[src/rtl/fx2_pkg.sv]
// Shared types and constants for the FX2 slave-FIFO sequencer.
// Imported by the arbiter top.
package fx2_pkg;

    typedef enum logic [2:0] {
        IDLE,
        RX_ADDR,
        RX_XFER,
        TX_ADDR,
        TX_XFER,
        TX_PKTEND
    } fx2_state_t;

    typedef enum logic {
        GNT_RX = 1'b0,
        GNT_TX = 1'b1
    } fx2_grant_t;

    localparam logic [1:0] ADDR_EP2 = 2'b00;
    localparam logic [1:0] ADDR_EP6 = 2'b10;

endpackage

[src/rtl/fx2_fifo_arbiter.sv]
// FX2 slave-FIFO sequencer: shares FD between EP2 OUT reads and
// EP6 IN writes with round-robin grants and bounded bursts.
module fx2_fifo_arbiter
    import fx2_pkg::*;
#(
    parameter int unsigned BURST_MAX = 64
) (
    input  logic       sys_clk,
    input  logic       RESET,
    input  logic       ep2_empty_n,
    input  logic       ep6_full_n,
    output logic       SLOE,
    output logic       SLRD,
    output logic       SLWR,
    output logic [1:0] FIFOADR,
    output logic       PKTEND,
    input  logic [7:0] FDI,
    output logic [7:0] FDO,
    output logic [7:0] rx_data,
    output logic       rx_valid,
    input  logic       rx_ready,
    input  logic [7:0] tx_data,
    input  logic       tx_valid,
    input  logic       tx_last,
    output logic       tx_ready,
    output logic       busy
);

    // Count value at which the current strobe is the final one of a grant.
    localparam logic [7:0] BURST_LAST = 8'(BURST_MAX - 1);

    fx2_state_t state_q;
    fx2_state_t state_d;
    fx2_grant_t last_q;
    fx2_grant_t last_d;
    logic [7:0] cnt_q;
    logic [7:0] cnt_d;
    logic       hold_q;
    logic       hold_d;
    logic [1:0] adr_q;
    logic [1:0] adr_d;
    logic [7:0] rx_data_q;
    logic       rx_valid_q;
    logic [7:0] fdo_q;

    logic rx_req;
    logic tx_req;
    logic rd_en;
    logic wr_en;
    logic burst_end;

    // Strobe decode: registered state gated by the live flags, so a
    // flag dropping in a cycle suppresses that cycle's strobe.
    always_comb begin
        rx_req    = ep2_empty_n & rx_ready;
        tx_req    = ep6_full_n & tx_valid;
        rd_en     = (state_q == RX_XFER) & rx_req;
        wr_en     = (state_q == TX_XFER) & tx_req;
        burst_end = (cnt_q == BURST_LAST);
    end

    // Next-state, grant pointer, burst counter and idle hold-off.
    always_comb begin
        state_d = state_q;
        last_d  = last_q;
        cnt_d   = cnt_q;
        hold_d  = hold_q;
        adr_d   = adr_q;
        unique case (state_q)
            IDLE: begin
                cnt_d  = 8'd0;
                hold_d = 1'b0;
                if (rx_req && (!tx_req || last_q == GNT_TX)) begin
                    state_d = RX_ADDR;
                    adr_d   = ADDR_EP2;
                end else if (tx_req) begin
                    state_d = TX_ADDR;
                    adr_d   = ADDR_EP6;
                end
            end
            RX_ADDR: begin
                state_d = RX_XFER;
            end
            RX_XFER: begin
                hold_d = ~rx_ready;
                if (rd_en) begin
                    cnt_d = cnt_q + 8'd1;
                end
                if (!ep2_empty_n
                    || (!rx_ready && hold_q)
                    || (rd_en && burst_end)) begin
                    state_d = IDLE;
                    last_d  = GNT_RX;
                end
            end
            TX_ADDR: begin
                state_d = TX_XFER;
            end
            TX_XFER: begin
                hold_d = ~tx_valid;
                if (wr_en) begin
                    cnt_d = cnt_q + 8'd1;
                end
                if (wr_en && tx_last) begin
                    state_d = TX_PKTEND;
                end else if (!ep6_full_n
                    || (!tx_valid && hold_q)
                    || (wr_en && burst_end)) begin
                    state_d = IDLE;
                    last_d  = GNT_TX;
                end
            end
            TX_PKTEND: begin
                state_d = IDLE;
                last_d  = GNT_TX;
            end
            default: begin
                state_d = IDLE;
            end
        endcase
    end

    // Control state register; reset parks the bus with RX winning first.
    always_ff @(posedge sys_clk or negedge RESET) begin
        if (!RESET) begin
            state_q <= IDLE;
            last_q  <= GNT_TX;
            cnt_q   <= 8'd0;
            hold_q  <= 1'b0;
            adr_q   <= ADDR_EP2;
        end else begin
            state_q <= state_d;
            last_q  <= last_d;
            cnt_q   <= cnt_d;
            hold_q  <= hold_d;
            adr_q   <= adr_d;
        end
    end

    // Datapath: capture read bytes, remember the last written byte.
    always_ff @(posedge sys_clk or negedge RESET) begin
        if (!RESET) begin
            rx_data_q  <= 8'd0;
            rx_valid_q <= 1'b0;
            fdo_q      <= 8'd0;
        end else begin
            rx_valid_q <= rd_en;
            if (rd_en) begin
                rx_data_q <= FDI;
            end
            if (wr_en) begin
                fdo_q <= tx_data;
            end
        end
    end

    // Output decode; FD holds the last written byte between strobes.
    always_comb begin
        SLOE     = ~((state_q == RX_ADDR) | (state_q == RX_XFER));
        SLRD     = ~rd_en;
        SLWR     = ~wr_en;
        PKTEND   = ~(state_q == TX_PKTEND);
        FIFOADR  = adr_q;
        FDO      = wr_en ? tx_data : fdo_q;
        tx_ready = wr_en;
        rx_data  = rx_data_q;
        rx_valid = rx_valid_q;
        busy     = (state_q != IDLE);
    end

endmodule
[config.mk]
export PLATFORM = sky130hd
export DESIGN_NAME = fx2_fifo_arbiter
export DESIGN_NICKNAME = d
export VERILOG_FILES = /design/src/rtl/fx2_pkg.sv /design/src/rtl/fx2_fifo_arbiter.sv
export SDC_FILE = /design/constraint.sdc
export NUM_CORES = 1
export LEC_CHECK = 0
export ABC_AREA = 0
export CORE_MARGIN = 2
export CORE_UTILIZATION = 41
export DETAILED_ROUTE_END_ITERATION = 7
export PLACE_DENSITY = 0.79
export REMOVE_ABC_BUFFERS = 1
export SLEW_MARGIN = 5
export SYNTH_ARGS = -nofsm -noshare
export SYNTH_HDL_FRONTEND = slang
export SYNTH_SLANG_ARGS = --single-unit
[constraint.sdc]
create_clock -name sys_clk -period 1.5 [get_ports sys_clk]
set_input_delay 0.3 -clock sys_clk [delete_from_list [all_inputs] [get_ports sys_clk]]
set_output_delay 0.3 -clock sys_clk [all_outputs]
set_load 0.005 [all_outputs]
# [After elaboration in Yosys (flattened, before gate mapping)]
# Index checks and enable logic that the tools add are counted.
# Widths: inputs -> output; s select.
[word_totals] register_bits=32 in_bits=23 output_inout_bits=25 wordCells=75
[op_classes] n_addsub=1 n_eq_ne=13 muxes=17 bitwise_logic=11 n_reduce_logical=25
[op_table] op="$mux 8" n=3
[op_table] op="$pmux 8 s3" n=1
[op_table] op="$mux 3" n=5
[op_table] op="$pmux 3 s5" n=1
[op_table] op="$reduce_bool 3->1" n=3
[op_table] op="$add 8x1->8 const B" n=1
[op_table] op="$eq 8x6->1 const B" n=1
[op_table] op="$eq 3x2->1 const B" n=2
[op_table] op="$eq 3x3->1 const B" n=2
[op_table] op="$logic_and 1x1->1" n=6
[op_table] op="$ne 2x2->1 const B" n=3
[op_table] op="$not 1->1" n=6
[op_table] op="$pmux 1 s3" n=2
[op_table] op="$reduce_and 3->1" n=2
[op_table] op="$logic_not 1->1" n=5
[op_table] op="$logic_or 1x1->1" n=5
[op_table] op="$and 1x1->1" n=4
[op_table] op="$mux 2" n=2
[op_table] op="$ne 2x1->1 const B" n=2
[op_table] op="$reduce_and 4->1" n=1
[op_table] op="$eq 3x1->1 const B" n=1
[op_table] op="$logic_not 3->1" n=1
[op_table] op="$mux 1" n=3
[op_table] op="$ne 3x1->1 const B" n=1
[op_table] op="4 further kinds" n=4

# [Depth between registers and ports, before layout]
# Gate-level depths: netlist of the first run.
[depth] depth_word=7 depth_mapped=6 depth_no_buf=5

# [Least setup slack after synthesis of the first run]
# Ideal clock, no wire load.
[synth_timing] kind="reg2out" from="reg state_q[0]" to="out FDO[0]" arrival_time_ns=1.411 required_time_ns=1.200 path_slack_ns=-0.211 stages_incl_launch_ff=6 path_buffers=1 path_cell_list="dfrtp_1 > buf_2 > and4bb_2 > nand2_1 > inv_2 > mux2_2"
[synth_between] elab_chain_len=3
[synth_rtl] element="start: declaration" line="fx2_fifo_arbiter.sv:32" text="fx2_state_t state_q;"
[synth_rtl] element="start signal: assignment" line="fx2_fifo_arbiter.sv:132" text="state_q <= state_d;"
[synth_rtl] element="$eq 3x3->1" line="fx2_fifo_arbiter.sv:58" text="wr_en = (state_q == TX_XFER) & tx_req;"
[synth_rtl] element="$and 1x1->1" line="fx2_fifo_arbiter.sv:58"
[synth_rtl] element="net tx_ready" line="fx2_fifo_arbiter.sv:25" text="output logic tx_ready,"
[synth_rtl] element="$mux 8" line="fx2_fifo_arbiter.sv:164" text="FDO = wr_en ? tx_data : fdo_q;"
[synth_rtl] element="end: declaration" line="fx2_fifo_arbiter.sv:18" text="output logic [7:0] FDO,"
# The timed path passes the listed nets, and every way through them passes these cells.

# [Worst setup path in the final report of the first run]
[layout_timing] from="reg state_q[0]" to="out FDO[7]"
[layout_between] elab_chain_len=3
[layout_rtl] element="$eq 3x3->1" line="fx2_fifo_arbiter.sv:58"
[layout_rtl] element="$and 1x1->1" line="fx2_fifo_arbiter.sv:58"
[layout_rtl] element="$mux 8" line="fx2_fifo_arbiter.sv:164"
# No other way between the ends.

==> qor.csv, run 1 <==
stage,metric,value,unit
critical_path,CP Data Required Time,1.20,ns
drt,Avg WL per Cell,19.3,um
cts,clk sink count,31,
critical_path,Crit. End Element,output port,
sta,Hold Fails Final Rpt,0,
logic_synthesis,Post-Syn Instances,129,
cts,Clock Pin Slew Worst Setup and Hold Paths,0.10,ns
critical_path,crit path DAT,1.82,ns
sta,fin crit period,2.12,ns
pwr,Max VDD drop,0.00122,V
floorplan,Initial Util,0.437,
sta,final slew viol count,0,
finish,multi-input logic area,742,um^2
floorplan,die height,64.1,um
finish,area grow syn2layout,68.8,%
run_status,failing checks,negative setup slack,
grt,met1 GRT Util,0.260,
logic_synthesis,"Primary FF master, synth",dfrtp_1,
critical_path,critical path startpoint,state_q[0]$_DFFE_PN0P_,
floorplan,area of the core,3390,um^2
finish,Antenna Cells,0,
cts,Longest Clk Path Bufs,2,
logic_synthesis,area of the mapped netlist,1480,um^2
sta,hold_ws,0.300,ns
cts,clock root cell,clkbuf_4,
cts,H-tree levels,2,
sta,setup tns final,-9.14,ns
sta,Final setup viols,31,
sta,Final Skew,0.00971,ns
floorplan,DIE WIDTH,64.1,um
grt,M3 GR Usage,0.0739,
critical_path,crit start category,register,
sta,fin crit share,1.41,
drt,Antenna Nets Post-Route,0,
drt,vias per std cell,5.70,
logic_synthesis,post-synth top area cell,dfrtp_1,
sta,Max Clock Freq,471,MHz
drt,DR pass1 iterations,5,
grt,met2 global-route usage,0.368,
floorplan,Die ar.,4110,um^2
place,GPL Wtd Cong,0.833,
critical_path,Worst path slowest cell,dfrtp_1,
grt,GRT Total Usage,0.220,
critical_path,reg2reg start,state_q[1]$_DFFE_PN0P_,
finish,final core occ,0.737,
run,max-capacitance violation count,0,
critical_path,largest stage delay on the critical path,0.41,ns
critical_path,Buf/Inv on CP,3,
finish,Nets,239,
critical_path,Setup CP Type,register to output port,
grt,vias in the first global route,1431,
finish,fraction of layout cells with a size suffix above 1,0.423,
pwr,Pwr Density,1680,nW/um^2
run_status,status,"complete, but fails checks",
logic_synthesis,top-area cell type share of the netlist area,0.507,
cts,Clock Latency Late Sink,0.33,ns
place,DP Wirelength,2690,um
logic_synthesis,largest cells by area after synthesis,"dfrtp_1 51%, mux2_2 13%, o21ai_0 3.0%",
logic_synthesis,post-synth cell types,43,
finish,sequential cell area,777,um^2
logic_synthesis,asr flop ratio synth,1.00,
grt,GRT Residual Overflow,0,
logic_synthesis,number of synthesis warnings,0,
grt,gr busiest metal,met2,
grt,initial antenna violation count,0,
drt,DRC Markers,0,
floorplan,I/O pin cnt,48,
logic_synthesis,#FFs+latches synth,31,
place,PortBufs,46,
cts,CTS Buf Count,5,
drt,Routed Wire Length,5030,um
worst_hold_path,Hold WC Path Type,input port to async pin,
logic_synthesis,mean post-synth cell area,11.5,um^2
finish,Filler Cell Count,182,
drt,via count,1489,
logic_synthesis,number of flops mapped to enable cells by yosys,0,
grt,first-pass GRT wire length,6870,um
cts,CTS tree,yes,
drt,Iteration-0 DRC Markers,90,
floorplan,num rows,21,
cts,hold buffer count at cts,0,
sta,RSZ-0062 raised after global routing,yes,
critical_path,CP Max Fanout,4,
critical_path,worst-path cell chain,and4bb_2 > nand2_4 > clkinvlp_4 > buf_4 > mux2_4 > buf_6,
sta,worst setup margin,-0.622,ns
critical_path,Top Family by Delay on Critical Path,simple AND/OR/NAND/NOR gates,
logic_synthesis,most common cell in the netlist,dfrtp_1,
pwr,static leakage,0.00119,uW
finish,Layout Cells excl Fill,261,
grt,largest net degree at the start of global routing,22,
place,dpl cells,237,
logic_synthesis,Commonest cells post-synth,"30 x dfrtp_1, 17 x mux2_2, 9 x o21ai_0",
logic_synthesis,sequential element share of the synthesized area,0.525,
-- cells by family (layout without fill, tap and decap cells) --
kind of cell             after synthesis  after routing  share of synthesized area
AND/OR/NAND/NOR                       35             35                      0.144
AO/OA/AOI/OAI                         31             31                      0.141
flip-flops                            31             31                      0.525
multiplexers                          17             17                      0.129
buffers and inverters                 12             98                     0.0439
adder cells (fa/ha/maj)                1              1                    0.00845
other                                  1              1                    0.00253
XOR/XNOR                               1              1                    0.00592
-- stage by stage --
stage | power (uW) | area, um^2 | setup slack (ns)
5_1_grt | 4410 | 2500 | -0.662
6_report | 4200 | 2500 | -0.622
3_5_place_dp | 3050 | 2120 | -0.901
4_1_cts | 3960 | 2380 | -0.592
3_3_place_gp | 2980 | 2120 | -0.849
2_1_floorplan | 1950 | 1430 | -0.198
-- layout make-up --
cell class,instances,area share
clock buffer,6,0.0165
clock inverter,1,0.0120
inverter,5,0.0125
multi-input combinational,86,0.297
sequential,31,0.311
tap,46,0.0230
timing repair buffer,85,0.325
timing repair inverter,1,0.00300
-- path summary, 6_finish.rpt --
check                                         end  slack [ns]  cells past startpoint
setup / recovery                           FDO[7]       -0.62                      6
hold / removal             FIFOADR[1]$_DFFE_PN0P_        0.30                      2
setup reg to reg             cnt_q[7]$_DFFE_PN0P_       -0.23                      5
hold reg to reg                fdo_q[5]$_DFF_PN0_        0.52                      1
max in group asynchronous  rx_data[5]$_DFFE_PN0P_        0.92                      2
min in group sys_clk           fdo_q[5]$_DFF_PN0_        0.52                      1
-- registers in the layout, summed over array words and instances (netlist names) --
register / flops
cnt_q: 8
fdo_q: 8
rx_data: 8
state_q: 3
FIFOADR: 1
hold_q: 1
last_q: 1
rx_valid: 1
-- worst reg2reg max path: cells and delay by family (launching register included) --
kind / cells / cell delay, ns
AOI/OAI and AO/OA: 2 / 0.24
DFF: 1 / 0.40
and+or+nand+nor: 2 / 0.82
buffers and inverters: 1 / 0.20
-- cells in the final DEF (no fill, tap or decap), types with 3 or more instances in the layout --
master,count
or3_1,4
buf_6,20
a21oi_1,5
dlymetal6s2s_1,4
buf_4,28
nand2_1,6
dfrtp_1,30
dlygate4sd2_1,7
clkbuf_4,5
o21ai_1,3
nand4b_1,3
o21ai_0,5
o31ai_1,3
clkdlybuf4s50_1,22
mux2_4,16
nand3_1,6
-- timing repair --
item | CTS | global route
buffers inserted | 9 | 11
pin swaps | 2 | 4
gates resized for setup | 102 | 22
gates cloned | 2 | 0
endpoints found under the setup margin | 33 | 38
-- routing by layer --
metal,up-vias,share of wire
met3,19,0.077
li1,645,-
met5,-,0
met4,0,0.035
met1,724,0.38
met2,101,0.51
-- power breakdown --
| part | internal (uW) | total, uW | switching (uW) | leakage, uW |
|---|---|---|---|---|
| combinational | 1330 | 2280 | 945 | 0.000754 |
| sequential | 1130 | 1290 | 155 | 0.000399 |
| clock | 343 | 633 | 289 | 0.0000383 |
Power figures use the tool's default switching activity.
==> run 2, diff against run 1 <==
- CTS_CLUSTER_SIZE: default -> 40
==> results of run 2 <==
No change in the layout: final DEF, timing and power equal those of run 1.
==> run 3, diff against run 2 <==
- SETUP_SLACK_MARGIN: default -> 0.1
==> run 3 against run 2 <==
Net effect:
- clock-buffer cell count is the same
- the flow still finishes with violations (negative setup slack)
- worst hold slack lost 0.018 ns
- first-iteration DRC count shrank 32%
- critical path depth is the same
- via count grew 0.27%
- clock power grew 3.5%
- combinational power grew 2%
- register-to-register slack lost 0.08 ns
==> qor.csv, run 3 (synthesis gave the netlist of run 1 again) <==
stage,metric,value,unit,change
pwr,Max VDD drop,0.00121,V,-0.60%
run,max-capacitance violation count,0,,unchanged
critical_path,crit path DAT,1.84,ns,+0.02 ns
critical_path,Most common cell on crit path,buf_6,,
critical_path,Worst path slowest cell,dfrtp_1,,
finish,multi-input logic area,752,um^2,+1.3%
pwr,Pwr Density,1720,nW/um^2,+2.3%
drt,Antenna Nets Post-Route,0,,unchanged
sta,worst setup margin,-0.642,ns,-0.0200 ns
cts,H-tree levels,2,,unchanged
sta,Hold Fails Final Rpt,0,,unchanged
place,GPL Wtd Cong,0.833,,unchanged
floorplan,DIE WIDTH,64.1,um,unchanged
grt,GRT Residual Overflow,0,,unchanged
critical_path,worst-path cell chain,and4bb_2 > nand2_4 > clkinvlp_4 > buf_6 > mux2_4 > buf_6,,
drt,Iteration-0 DRC Markers,61,,-32%
sta,fin crit share,1.43,,+0.0133
pwr,P_int,2830,uW,+0.54%
pwr,Seq pwr share,0.304,,-0.003
critical_path,critical path startpoint,state_q[1]$_DFFE_PN0P_,,
critical_path,largest stage delay on the critical path,0.41,ns,about the same
floorplan,I/O pin cnt,48,,unchanged
critical_path,CP Max Fanout,4,,unchanged
place,dpl cells,237,,unchanged
pwr,Final Power,4270,uW,+1.7%
finish,final core occ,0.733,,-0.00443
floorplan,Die ar.,4110,um^2,unchanged
sta,fin crit period,2.14,ns,+0.0200 ns
cts,CTS tree,yes,,
critical_path,Worst R2R Setup Slack,-0.31,ns,-0.08 ns
finish,Antenna Cells,0,,unchanged
finish,fraction of layout cells with a size suffix above 1,0.432,,+0.00867
floorplan,area of the core,3390,um^2,unchanged
pwr,Comb power frac,0.543,,about the same
grt,initial antenna violation count,0,,unchanged
critical_path,Setup CP Type,register to output port,,
run_status,status,"complete, but fails checks",,
critical_path,reg2reg start,state_q[2]$_DFFE_PN0P_,,
finish,Layout Cells excl Fill,259,,-0.77%
cts,Longest Clk Path Bufs,2,,unchanged
finish,Filler Cell Count,194,,+6.6%
floorplan,num rows,21,,unchanged
pwr,static leakage,0.00114,uW,-4.5%
floorplan,die height,64.1,um,unchanged
pwr,Net Sw Power,1440,uW,+4.0%
place,DP Wirelength,2690,um,unchanged
drt,DR pass1 iterations,4,,-1
place,pre-CTS setup slack,-0.901,ns,unchanged
grt,vias in the first global route,1425,,-0.42%
sta,Max Clock Freq,467,MHz,-0.93%
finish,sequential cell area,777,um^2,unchanged
grt,first-pass GRT wire length,6910,um,+0.49%
cts,CTS Buf Count,5,,unchanged
drt,Routed Wire Length,5300,um,+5.3%
critical_path,RR Endpoint,rx_data[7]$_DFFE_PN0P_,,
finish,area grow syn2layout,67.8,%,
cts,Clock Pin Slew Worst Setup and Hold Paths,0.10,ns,about the same
cts,Clock Latency Late Sink,0.34,ns,about the same
drt,DRC Markers,0,,unchanged
cts,clk sink count,31,,unchanged
worst_hold_path,Hold WC Path Type,input port to async pin,,
run_status,failing checks,negative setup slack,,
drt,vias per std cell,5.76,,+1.0%
finish,"commonest non-fill, non-tap cells in the layout","30 x dfrtp_1, 25 x buf_4, 23 x clkdlybuf4s50_1",,
pwr,switching share of total power,0.338,,+0.00754
finish,Nets,237,,-0.84%
critical_path,crit start category,register,,
sta,final slew viol count,0,,unchanged
critical_path,Reg2Reg Depth,9,,+4
pwr,power share of the clock group,0.153,,+0.002
finish,"commonest non-fill, non-tap cell in the layout",dfrtp_1,,
drt,via count,1493,,+0.27%
critical_path,CP Data Required Time,1.20,ns,about the same
cts,clock root cell,clkbuf_4,,
floorplan,Initial Util,0.437,,unchanged
grt,largest net degree at the start of global routing,22,,unchanged
critical_path,Crit. End Element,output port,,
sta,setup tns final,-10.18,ns,-1.04 ns
sta,RSZ-0062 raised after global routing,yes,,
place,PortBufs,46,,unchanged
sta,Final Skew,0.00708,ns,-0.00262 ns
sta,Final setup viols,31,,unchanged
drt,Avg WL per Cell,20.5,um,+6.2%
grt,GRT Total Usage,0.223,,+0.00302
## run 3: cell types whose count changed in the layout (fill, tap and decap cells not counted), sizes merged
cell | before | now
dlymetal6s2s | 4 | 0
dlygate4sd2 | 7 | 10
buf | 51 | 49
clkdlybuf4s50 | 22 | 23
## run 3: power by group through the flow
stage	logic, uW	clock network (uW)	registers (uW)
2_1_floorplan	622	0	1330
3_3_place_gp	1720	0	1260
3_5_place_dp	1780	0	1270
4_1_cts	2030	641	1260
5_1_grt	2450	697	1320
6_report	2320	655	1300
## run 3: final cells by class
class / instances / area share
repair buffers: 83 / 0.317
flip-flops and latches: 31 / 0.313
multi-input cells: 86 / 0.303
well taps: 46 / 0.0232
clock buffers: 6 / 0.0166
inverters: 5 / 0.0126
clock inverters: 1 / 0.0121
repair inverters: 1 / 0.00302
## run 3: critical path, delay by kind of cell, from the launching register on
family / cells / cell delay, ns
AND/OR/NAND/NOR: 2 / 0.43
multiplexers: 1 / 0.30
flip-flops: 1 / 0.41
buffers and inverters: 3 / 0.36
## run 3: routing by layer
| metal | track usage | vias to the layer above | share of wire |
|---|---|---|---|
| li1 | - | 642 | - |
| met4 | 0.109 | 0 | 0.040 |
| met1 | 0.269 | 738 | 0.37 |
| met2 | 0.362 | 96 | 0.50 |
| met3 | 0.0687 | 17 | 0.082 |
| met5 | 0 | - | 0 |
## run 3: how the worst max path moves through the flow
stage	endpoint	cells after the start	slack, ns
after floorplan	FDO[0]	4	-0.20
after global placement	FDO[3]	6	-0.85
after detailed placement	FDO[6]	6	-0.90
after CTS	FDO[5]	6	-0.59
after global routing	FDO[5]	6	-0.69
final	FDO[5]	6	-0.64
## run 3: metrics by stage
stage / instance area (um^2) / hold WS [ns]
3_5_place_dp: 2120 / 0.488
5_1_grt: 2480 / 0.294
6_report: 2480 / 0.282
3_3_place_gp: 2120 / 0.483
2_1_floorplan: 1430 / 0.00441
4_1_cts: 2360 / 0.294
## run 3: timing repair
| action | in CTS | in global routing |
|---|---|---|
| hold buffers | 0 | 0 |
| gates resized for setup | 100 | 25 |
| cloned | 2 | 0 |
| pin swaps | 2 | 7 |
| setup endpoints to repair | 49 | 38 |
| buffers inserted | 7 | 9 |
